[src/rtl/uart_rx_fifo_if.sv]
// Receiver-side bundle: serial line in, FWFT FIFO read port and sticky status out.
// The slave modport is the receiver; the master modport is the consumer / line driver.
interface uart_rx_fifo_if #(
  parameter int ADDR_W = 2
) ();
  logic              rx;
  logic              rd_en;
  logic              clr_err;
  logic [7:0]        rd_data;
  logic              empty;
  logic              full;
  logic [ADDR_W:0]   count;
  logic              frame_err;
  logic              overflow;

  modport slave (
    input  rx,
    input  rd_en,
    input  clr_err,
    output rd_data,
    output empty,
    output full,
    output count,
    output frame_err,
    output overflow
  );

  modport master (
    output rx,
    output rd_en,
    output clr_err,
    input  rd_data,
    input  empty,
    input  full,
    input  count,
    input  frame_err,
    input  overflow
  );
endinterface

[src/rtl/uart_rx_fifo.sv]
// 8N1 UART receiver feeding a small FWFT byte FIFO; byte visible on rd_data the cycle after the stop sample.
// No backpressure on the line: a byte arriving at a full FIFO is dropped and flagged unless popped that cycle.
module uart_rx_fifo #(
  parameter int CLKS_PER_BIT = 434,
  parameter int FIFO_DEPTH   = 4,
  parameter int ADDR_W       = 2
) (
  input logic           clk_50,
  input logic           rst_n,
  uart_rx_fifo_if.slave rx_bus
);

  localparam int                BAUD_W    = $clog2(CLKS_PER_BIT);
  localparam int                CNT_W     = ADDR_W + 1;
  localparam logic [BAUD_W-1:0] BAUD_MID  = BAUD_W'((CLKS_PER_BIT - 1) / 2);
  localparam logic [BAUD_W-1:0] BAUD_LAST = BAUD_W'(CLKS_PER_BIT - 1);
  localparam logic [CNT_W-1:0]  DEPTH_C   = CNT_W'(FIFO_DEPTH);

  typedef enum logic [2:0] {
    S_IDLE,
    S_START,
    S_DATA,
    S_STOP,
    S_BREAK
  } state_t;

  state_t            r_state;
  state_t            w_state_nxt;
  logic              r_rx_s1;
  logic              r_rx_s2;
  logic [BAUD_W-1:0] r_baud;
  logic [2:0]        r_bit_idx;
  logic [7:0]        r_shift;
  logic              w_baud_mid;
  logic              w_baud_last;
  logic              w_bit_adv;
  logic              w_push;
  logic              w_ferr_set;

  logic [7:0]        r_mem [FIFO_DEPTH];
  logic [ADDR_W-1:0] r_wr_ptr;
  logic [ADDR_W-1:0] r_rd_ptr;
  logic [ADDR_W-1:0] w_rd_ptr_nxt;
  logic [CNT_W-1:0]  r_count;
  logic [CNT_W-1:0]  w_count_nxt;
  logic              r_empty;
  logic              r_full;
  logic [7:0]        r_rd_data;
  logic [7:0]        w_head_nxt;
  logic              w_pop;
  logic              w_wr_en;
  logic              w_ovf_set;
  logic              r_frame_err;
  logic              r_overflow;

  // Two-flop synchroniser; idles high so reset never looks like a start bit.
  always_ff @(posedge clk_50 or negedge rst_n) begin
    if (!rst_n) begin
      r_rx_s1 <= 1'b1;
      r_rx_s2 <= 1'b1;
    end else begin
      r_rx_s1 <= rx_bus.rx;
      r_rx_s2 <= r_rx_s1;
    end
  end

  assign w_baud_mid  = (r_baud == BAUD_MID);
  assign w_baud_last = (r_baud == BAUD_LAST);

  always_comb begin
    w_state_nxt = r_state;
    w_bit_adv   = 1'b0;
    w_push      = 1'b0;
    w_ferr_set  = 1'b0;
    case (r_state)
      S_IDLE: begin
        if (!r_rx_s2) w_state_nxt = S_START;
      end
      S_START: begin
        if (w_baud_mid) w_state_nxt = r_rx_s2 ? S_IDLE : S_DATA;
      end
      S_DATA: begin
        if (w_baud_last) begin
          w_bit_adv = 1'b1;
          if (r_bit_idx == 3'd7) w_state_nxt = S_STOP;
        end
      end
      S_STOP: begin
        if (w_baud_last) begin
          if (r_rx_s2) begin
            w_push      = 1'b1;
            w_state_nxt = S_IDLE;
          end else begin
            w_ferr_set  = 1'b1;
            w_state_nxt = S_BREAK;
          end
        end
      end
      S_BREAK: begin
        if (r_rx_s2) w_state_nxt = S_IDLE;
      end
      default: w_state_nxt = S_IDLE;
    endcase
  end

  always_ff @(posedge clk_50 or negedge rst_n) begin
    if (!rst_n) begin
      r_state   <= S_IDLE;
      r_baud    <= '0;
      r_bit_idx <= '0;
      r_shift   <= '0;
    end else begin
      r_state <= w_state_nxt;
      if ((w_state_nxt != r_state) || w_baud_last) begin
        r_baud <= '0;
      end else begin
        r_baud <= r_baud + BAUD_W'(1);
      end
      if (r_state == S_START) begin
        r_bit_idx <= '0;
      end else if (w_bit_adv) begin
        r_bit_idx <= r_bit_idx + 3'd1;
      end
      if (w_bit_adv) r_shift[r_bit_idx] <= r_rx_s2;
    end
  end

  // A pop frees the slot a same-cycle push into a full FIFO needs.
  assign w_pop        = rx_bus.rd_en && !r_empty;
  assign w_wr_en      = w_push && (!r_full || w_pop);
  assign w_ovf_set    = w_push && r_full && !w_pop;
  assign w_rd_ptr_nxt = w_pop ? (r_rd_ptr + ADDR_W'(1)) : r_rd_ptr;

  always_comb begin
    w_count_nxt = r_count;
    if (w_wr_en && !w_pop) begin
      w_count_nxt = r_count + CNT_W'(1);
    end else if (!w_wr_en && w_pop) begin
      w_count_nxt = r_count - CNT_W'(1);
    end
  end

  // The next head is the incoming byte when it lands in the slot the read pointer moves to.
  always_comb begin
    w_head_nxt = r_mem[w_rd_ptr_nxt];
    if (w_wr_en && (r_wr_ptr == w_rd_ptr_nxt)) w_head_nxt = r_shift;
  end

  always_ff @(posedge clk_50 or negedge rst_n) begin
    if (!rst_n) begin
      for (int i = 0; i < FIFO_DEPTH; i++) r_mem[i] <= '0;
      r_wr_ptr  <= '0;
      r_rd_ptr  <= '0;
      r_count   <= '0;
      r_empty   <= 1'b1;
      r_full    <= 1'b0;
      r_rd_data <= '0;
    end else begin
      if (w_wr_en) begin
        r_mem[r_wr_ptr] <= r_shift;
        r_wr_ptr        <= r_wr_ptr + ADDR_W'(1);
      end
      r_rd_ptr <= w_rd_ptr_nxt;
      r_count  <= w_count_nxt;
      r_empty  <= (w_count_nxt == '0);
      r_full   <= (w_count_nxt == DEPTH_C);
      if (w_wr_en || w_pop) r_rd_data <= w_head_nxt;
    end
  end

  // Sticky flags: a set event in the same cycle as clr_err keeps the flag high.
  always_ff @(posedge clk_50 or negedge rst_n) begin
    if (!rst_n) begin
      r_frame_err <= 1'b0;
      r_overflow  <= 1'b0;
    end else begin
      if (w_ferr_set) begin
        r_frame_err <= 1'b1;
      end else if (rx_bus.clr_err) begin
        r_frame_err <= 1'b0;
      end
      if (w_ovf_set) begin
        r_overflow <= 1'b1;
      end else if (rx_bus.clr_err) begin
        r_overflow <= 1'b0;
      end
    end
  end

  assign rx_bus.rd_data   = r_rd_data;
  assign rx_bus.empty     = r_empty;
  assign rx_bus.full      = r_full;
  assign rx_bus.count     = r_count;
  assign rx_bus.frame_err = r_frame_err;
  assign rx_bus.overflow  = r_overflow;

endmodule

[src/flat_wrapper.sv]
// flat-port wrapper written by rule: the top's interface ports become plain ports
module uart_rx_fifo_flat 
#(
  parameter int CLKS_PER_BIT = 434,
  parameter int FIFO_DEPTH   = 4,
  parameter int ADDR_W       = 2
)
  (clk_50, rst_n, rx_bus_rx, rx_bus_rd_en, rx_bus_clr_err, rx_bus_rd_data, rx_bus_empty, rx_bus_full, rx_bus_count, rx_bus_frame_err, rx_bus_overflow);
  uart_rx_fifo_if #(.ADDR_W(ADDR_W)) rx_bus_i ();
  input logic clk_50;
  input logic rst_n;
  input wire logic [$bits(rx_bus_i.rx)-1:0] rx_bus_rx;
  input wire logic [$bits(rx_bus_i.rd_en)-1:0] rx_bus_rd_en;
  input wire logic [$bits(rx_bus_i.clr_err)-1:0] rx_bus_clr_err;
  output wire logic [$bits(rx_bus_i.rd_data)-1:0] rx_bus_rd_data;
  output wire logic [$bits(rx_bus_i.empty)-1:0] rx_bus_empty;
  output wire logic [$bits(rx_bus_i.full)-1:0] rx_bus_full;
  output wire logic [$bits(rx_bus_i.count)-1:0] rx_bus_count;
  output wire logic [$bits(rx_bus_i.frame_err)-1:0] rx_bus_frame_err;
  output wire logic [$bits(rx_bus_i.overflow)-1:0] rx_bus_overflow;
  assign rx_bus_i.rx = rx_bus_rx;
  assign rx_bus_i.rd_en = rx_bus_rd_en;
  assign rx_bus_i.clr_err = rx_bus_clr_err;
  assign rx_bus_rd_data = rx_bus_i.rd_data;
  assign rx_bus_empty = rx_bus_i.empty;
  assign rx_bus_full = rx_bus_i.full;
  assign rx_bus_count = rx_bus_i.count;
  assign rx_bus_frame_err = rx_bus_i.frame_err;
  assign rx_bus_overflow = rx_bus_i.overflow;
  uart_rx_fifo #(.CLKS_PER_BIT(CLKS_PER_BIT), .FIFO_DEPTH(FIFO_DEPTH), .ADDR_W(ADDR_W)) u_core (.clk_50(clk_50), .rst_n(rst_n), .rx_bus(rx_bus_i));
endmodule
[config.mk]
export PLATFORM = sky130hd
export DESIGN_NAME = uart_rx_fifo_flat
export DESIGN_NICKNAME = d
export VERILOG_FILES = /design/src/rtl/uart_rx_fifo_if.sv /design/src/rtl/uart_rx_fifo.sv /design/src/flat_wrapper.sv
export SDC_FILE = /design/constraint.sdc
export NUM_CORES = 1
export LEC_CHECK = 0
export CAP_MARGIN = 20
export CORE_ASPECT_RATIO = 1.2
export CORE_MARGIN = 1.5
export CORE_UTILIZATION = 35
export DETAILED_ROUTE_END_ITERATION = 16
export HOLD_SLACK_MARGIN = 0.03
export PLACE_DENSITY = 0.5
export SLEW_MARGIN = 20
export SYNTH_ARGS = -nofsm -noshare
export SYNTH_HDL_FRONTEND = slang
export SYNTH_SLANG_ARGS = --single-unit
[constraint.sdc]
create_clock -name clk_50 -period 5.6 [get_ports clk_50]
set_input_delay 0.56 -clock clk_50 [delete_from_list [all_inputs] [get_ports clk_50]]
set_output_delay 0.56 -clock clk_50 [all_outputs]
set_load 0.1 [all_outputs]
==> results of run 1 <==
[where the power goes]
| group | internal, W | switching [W] | total [W] |
|---|---|---|---|
| combinational | 0.000247 | 0.000556 | 0.000802 |
| clock | 0.000323 | 0.000217 | 0.000540 |
| sequential | 0.000603 | 0.0000741 | 0.000677 |
| total | 0.00117 | 0.000847 | 0.00202 |
[cells in the final DEF (no fill, tap or decap), types with 8 or more instances in the layout]
cell type,synthesis,final
clkbuf_16,0,9
a211o_1,8,8
nand2_1,21,21
xnor2_1,10,10
nand3b_1,12,12
nor3_1,19,19
a22oi_1,16,16
clkdlybuf4s50_1,0,18
o31ai_1,9,9
dfrtp_1,73,73
inv_1,9,9
mux2_2,35,35
ha_1,11,11
nor2_1,18,18
o311ai_0,8,8
o21ai_1,8,8
mux2i_1,16,16
[logic make-up after synthesis]
family                   Yosys count  share of synthesized area
multiplexers                      56                     0.1520
XOR/XNOR                          13                    0.02783
AND/OR/NAND/NOR                  104                     0.1489
adder cells (fa/ha/maj)           11                    0.03364
flip-flops                        76                     0.4657
AO/OA/AOI/OAI                     73                     0.1382
buffers and inverters             31                    0.03364
[per-stage QoR]
| stage | util | std cells | instance area, µm² |
|---|---|---|---|
| final | 0.4073 | 536 | 4667 |
| after global routing | 0.4073 | 536 | 4667 |
| after CTS | 0.4069 | 536 | 4663 |
| after detailed placement | 0.3830 | 520 | 4389 |
| after global placement | 0.3830 | 520 | 4389 |
| after floorplan | - | 364 | 4091 |
[final cells by class]
class / instances / area, µm² / share of cell area
Inverter: 9 / 33.78 / 0.007239
Clock inverter: 2 / 10.01 / 0.002145
Timing Repair Buffer: 21 / 206.4 / 0.04424
Clock buffer: 14 / 264.0 / 0.05657
Tap cell: 157 / 196.4 / 0.04209
Multi-Input combinational cell: 257 / 2051 / 0.4394
Sequential cell: 76 / 1906 / 0.4083
[worst max-delay path by stage]
stage,end,depth (start not counted)
2_1_floorplan,u_core.rx_bus.rd_data[6]$_DFFE_PN0P_,8
5_1_grt,u_core.rx_bus.full$_DFF_PN0_,6
4_1_cts,u_core.rx_bus.full$_DFF_PN0_,6
6_report,u_core.rx_bus.full$_DFF_PN0_,6
3_5_place_dp,u_core.rx_bus.full$_DFF_PN0_,6
3_3_place_gp,u_core.rx_bus.full$_DFF_PN0_,6
[critical path: stages]
cell             delay (ps)
clkdlybuf4s50_1         470
nand2b_1                420
a21oi_1                 990
a2111oi_0               180
a311oi_1                340
nor2_1                   70
[sequential cells by signal (all words and copies together), names as in the netlist]
| name | flops |
|---|---|
| u_core.r_state | 3 |
| u_core.r_bit_idx | 3 |
| u_core.r_mem | 32 |
| u_core.rx_bus.frame_err | 1 |
| u_core.r_wr_ptr | 2 |
| u_core.rx_bus.rd_data | 8 |
| u_core.r_shift | 8 |
| u_core.rx_bus.count | 3 |
| u_core.rx_bus.overflow | 1 |
| u_core.rx_bus.empty | 1 |
| u_core.r_rx_s1 | 1 |
| u_core.r_baud | 9 |
| u_core.rx_bus.full | 1 |
| u_core.r_rd_ptr | 2 |
| u_core.r_rx_s2 | 1 |
[layer usage]
metal / vias up / share of wire
li1: 1371 / -
met1: 1408 / 0.50
met5: - / 0
met2: 53 / 0.44
met3: 14 / 0.033
met4: 0 / 0.020
==> impl_results.md, run 1 <==
* Outcome: complete, no violations
* CP Capture Type: register
* Top cell type's share of synthesized area at 0.4465
* Area contributors post-synth: dfrtp_1 45%, mux2_2 9.6%, mux2i_1 3.9%
* Grt total ovfl at 0
* Reg-to-reg startpoint: u_core.r_baud[0]$_DFF_PN0_
* Vias per cell at approximately 5.3
* Met3 Resource Use GR at 0.03859
* Sequential share of the synthesized area at 0.4657
* Worst-path clk slew at 60 ps
* Tmin final at 2817 ps
* Clock Latency Late Sink at 340 ps
* RSZ-0062 raised after global routing: false
* H-tree depth at 3
* Post-synth EDFFs at 0
* Drt initial violations at around 110
* Reg2reg end: u_core.rx_bus.full$_DFF_PN0_
* Final period utilization at 0.5031
* Global-route wire length before repair at 14600 µm
* Fmax at 0.3550 GHz
* Core Region at 0.01146 mm²
* Number of global-route vias before repair at approximately 2.8k
* Data arrival, critical path at 3040 ps
* Syn-to-layout area delta at 14.07%
* Syn Area/Cell at 11.24 µm²
* Peak supply drop at 0.1801 mV
* CP startpoint kind: primary input
* Max-slew headroom at 0.3051
* Final setup violation count at 0
* Ant diodes at 0
* Ports at 20
* Most frequent cell after synthesis: dfrtp_1
* Min-Delay Path Class: primary input to async pin
* Hold slack at 254.1 ps
* Clock Path Buffers at 2
* Pre-CTS setup slack at 2444 ps
* Mapped Nets at 380
* Synth warn at 0
* Cts bufs inserted at 9
* Die X at 101.7 µm
* Max-slew violations at 0
* Vias after detailed routing at 2846
* Nets at roughly 400
* Final WS setup at about 2800 ps
* TNS Setup at 0 ps
* Largest area contributor in the netlist: dfrtp_1
* Fraction of layout cells with a size suffix above 1 at 0.1873
* Post-synthesis instance total at 364
* Clock Sinks at 76
* Worst-path maximum fanout at 21
* Async S/R FF share, synth at 1.000
* Top FF cell, synth: dfrtp_1
* WS Path Type: primary input to register
* First-pass DRT Iterations at 4
* Post-CTS sizing at 0
* CP Launch Point: rx_bus_rd_en
* Met1 global-route usage at 0.2157
* GPL Wtd Cong at 0.7409
* Leak pwr at roughly 2.2 nW
* Max cap viols at 0
* CTS tree: built
* GR peak layer: met2
* Largest net degree at the start of global routing at 77
* DP Wirelength at 5725 µm
* R2R setup slack at 3010 ps
* Gr usage total at 0.1532
* Post-synthesis cell area at 0.004091 mm²
* Routed Wire Length at ~8500 µm
* Antenna violations before repair at 0
* Clock Skew at 5.911 ps
* Die area at 0.01235 mm²
* Layout filler cell count at 1126
* #FFs+latches synth at 76
* Total power at 0.002020 W
* Final hold vios at 0
* # Post-CTS Setup Buffers at 0
* Residual DRC count at 0
* P per Cell Area at about 430 mW/mm²
* CTS root buffer: clkbuf_16
* Starting Density at 0.3570
* Yosys cell types at 53
* Routed length per instance at roughly 16 µm
* I/O Buffers at 19
* Site Rows at 43
* Met2 usage at 0.2208
* R2R depth at 7
* Worst EP required at between 5000 and 6000 ps
* ANT nets after route at 0
* Hold_buf cts at 0
* Die height at 121.4 µm
* Top cells by count, synth: 73 x dfrtp_1, 35 x mux2_2, 21 x nand2_1
* Worst Tran Pin Value at 1042 ps
Note: power is estimated with default switching activity, not from simulation.
==> run 2: changes to the inputs <==
==> constraint.sdc (replaced) <==
create_clock -name clk_50 -period 2.9 [get_ports clk_50]
set_input_delay 0.29 -clock clk_50 [delete_from_list [all_inputs] [get_ports clk_50]]
set_output_delay 0.29 -clock clk_50 [all_outputs]
set_load 0.1 [all_outputs]
==> run 2 against run 1 <==
Against the previous run:
- the flow now finishes with violations (hold timing)
- setup slack worse by 2200 ps
- final cell count up 0.93%
- cell area rose by 0.19%
- power is 94% higher
- core utilization grew 0.076 points
- routed wire length fell by 1.4%
- combinational power rose by 97%
- register-to-register slack got worse by 2400 ps
- critical path type is now register to register
- largest power group unchanged
==> impl_results.md, run 2 (synthesis results as in run 1) <==
* Clock Latency Late Sink at 330 ps (about the same)
* Final setup violation count at 0 (unchanged)
* TNS Setup at 0 ps (unchanged)
* Most common cell after layout, fill and taps aside: dfrtp_1
* Nets at 395 (+1.3%)
* Final period utilization at 0.7870
* Final std cells w/o fill at 541 (+0.93%)
* Data arrival, critical path at 2500 ps (-540 ps)
* GPL Wtd Cong at 0.7180 (-3.1%)
* P per Cell Area at 837.1 mW/mm² (+93%)
* Final hold vios at 19 (+19)
* CP Capture Type: register
* Fmax at 0.4382 GHz
* Die area at 0.01235 mm² (unchanged)
* WS Path Type: register to register
* Global-route wire length before repair at 14300 µm (-2.1%)
* Hold slack at -49.73 ps (-303.9 ps)
* Die X at 101.7 µm (unchanged)
* Largest Register: u_core.r_mem
* Starting Density at 0.3570 (unchanged)
* Routed length per instance at 15.45 µm (-2.3%)
* Gr usage total at 0.1500 (-0.003155)
* I/O Buffers at 19 (unchanged)
* # Post-CTS Setup Buffers at 0 (unchanged)
* Worst-path maximum fanout at 14 (-33%)
* Number of global-route vias before repair at 2786 (+0.22%)
* Core Region at 0.01146 mm² (unchanged)
* Failing checks: hold timing
* Routed Wire Length at 8359 µm (-1.4%)
* ANT nets after route at 0 (unchanged)
* CP startpoint kind: register
* Worst Tran Pin Value at 722.7 ps (-319.7 ps)
* Hold_buf cts at 0 (unchanged)
* Clock Sinks at 76 (unchanged)
* Peak supply drop at 0.4276 mV (+140%)
* Drt initial violations at 144 (+33%)
* First-pass DRT Iterations at 4 (unchanged)
* Ant diodes at 0 (unchanged)
* Post-CTS sizing at 0 (unchanged)
* Die height at 121.4 µm (unchanged)
* Clock Power Share at 0.275 (+0.007)
* CTS root buffer: clkbuf_16
* Switching power at 0.001634 W (+93%)
* DP Wirelength at 5737 µm (+0.21%)
* Tmin final at 2282 ps
* Residual DRC count at 0 (unchanged)
* Leak pwr at 2.237 nW (+2.3%)
* Sw Share at 0.4175 (-0.001854)
* Max-slew headroom at 0.5182 (+0.2131)
* Highest-count cells in the layout ignoring fill and taps: 73 x dfrtp_1, 35 x mux2_2, 22 x buf_4
* Clock Skew at 5.701 ps (-0.2099 ps)
* Largest register FFs at 32 (unchanged)
* P_int at 0.002280 W (+94%)
* Syn-to-layout area delta at 14.28%
* RSZ-0062 raised after global routing: false
* Reg power frac at 0.322 (-0.013)
* Largest net degree at the start of global routing at 77 (unchanged)
* Ports at 20 (unchanged)
* Min-Delay Path Class: primary input to async pin
* DP Area at 0.004389 mm² (unchanged)
* CTS tree: built
* Grt total ovfl at 0 (unchanged)
* H-tree depth at 3 (unchanged)
* Dpl cells at 525 (+0.96%)
* Vias after detailed routing at 2814 (-1.1%)
* Worst EP required at 3120 ps (-2700 ps)
* Fraction of layout cells with a size suffix above 1 at 0.2370 (+0.04964)
* Vias per cell at 5.201 (-2.0%)
* Combinational share of power at 0.403 (+0.006)
* Antenna violations before repair at 0 (unchanged)
* Cts bufs inserted at 9 (unchanged)
* Total power at 0.003914 W (+94%)
* Biggest regs: u_core.r_mem (32), u_core.r_baud (9)
* Max-slew violations at 0 (unchanged)
* Clock Path Buffers at 2 (unchanged)
* Site Rows at 43 (unchanged)
* Design Area, Final at 0.004676 mm² (+0.19%)
* Max cap viols at 0 (unchanged)
* Outcome: complete, but fails checks
* Worst-path clk slew at 60 ps (about the same)
run 2: through the flow:
step                setup WS, ps    util
floorplan                  717.2       -
global placement           515.3  0.3830
detailed placement         500.1  0.3830
CTS                        578.8  0.4077
global route               426.0  0.4080
finish                     617.8  0.4080
run 2: path summary, 6_finish.rpt:
kind	startpoint	end	slack [ps]	depth (start not counted)
hold / removal	rst_n	u_core.r_mem[29]$_DFFE_PN0P_	-50	1
setup / recovery	u_core.r_baud[1]$_DFF_PN0_	u_core.r_shift[2]$_DFFE_PN0P_	620	8
setup reg to reg	u_core.r_baud[1]$_DFF_PN0_	u_core.r_shift[2]$_DFFE_PN0P_	620	8
max in group asynchronous	rst_n	u_core.r_mem[1]$_DFFE_PN0P_	2410	1
min in group clk_50	u_core.r_rx_s1$_DFF_PN1_	u_core.r_rx_s2$_DFF_PN1_	350	0
hold reg to reg	u_core.r_rx_s1$_DFF_PN1_	u_core.r_rx_s2$_DFF_PN1_	350	0
run 2: power groups by stage:
stage          clock (W)  combinational [W]  sequential [W]
2_1_floorplan          0           0.000713         0.00184
6_report         0.00107            0.00158         0.00126
3_5_place_dp           0            0.00159         0.00128
5_1_grt          0.00115            0.00170         0.00128
3_3_place_gp           0            0.00157         0.00128
4_1_cts          0.00111            0.00159         0.00126
run 2: critical path, stage by stage, from the launching register on:
cell and delay [ps]:
dfrtp_1 390, inv_1 100, ha_1 140, nor2b_1 250
and3_4 350, and2_4 210, nand3b_4 90, nor3b_1 250
mux2_2 360
run 2: per-layer routing:
layer / share of wire / GRT usage / wire length (µm)
met5: 0 / 0 / 0
met4: 0.018 / 0.07378 / 153
met3: 0.025 / 0.02880 / 206
met2: 0.46 / 0.2275 / 3878
met1: 0.49 / 0.2032 / 4120
run 2: layout make-up:
| cell class | count | area (µm²) |
|---|---|---|
| clock buffer | 15 | 277.8 |
| tap | 157 | 196.4 |
| inverter | 9 | 33.78 |
| multi-input combinational | 257 | 2051 |
| clock inverter | 1 | 5.005 |
| timing repair buffer | 26 | 206.4 |
| sequential | 76 | 1906 |
| fill | 1112 | 6784 |
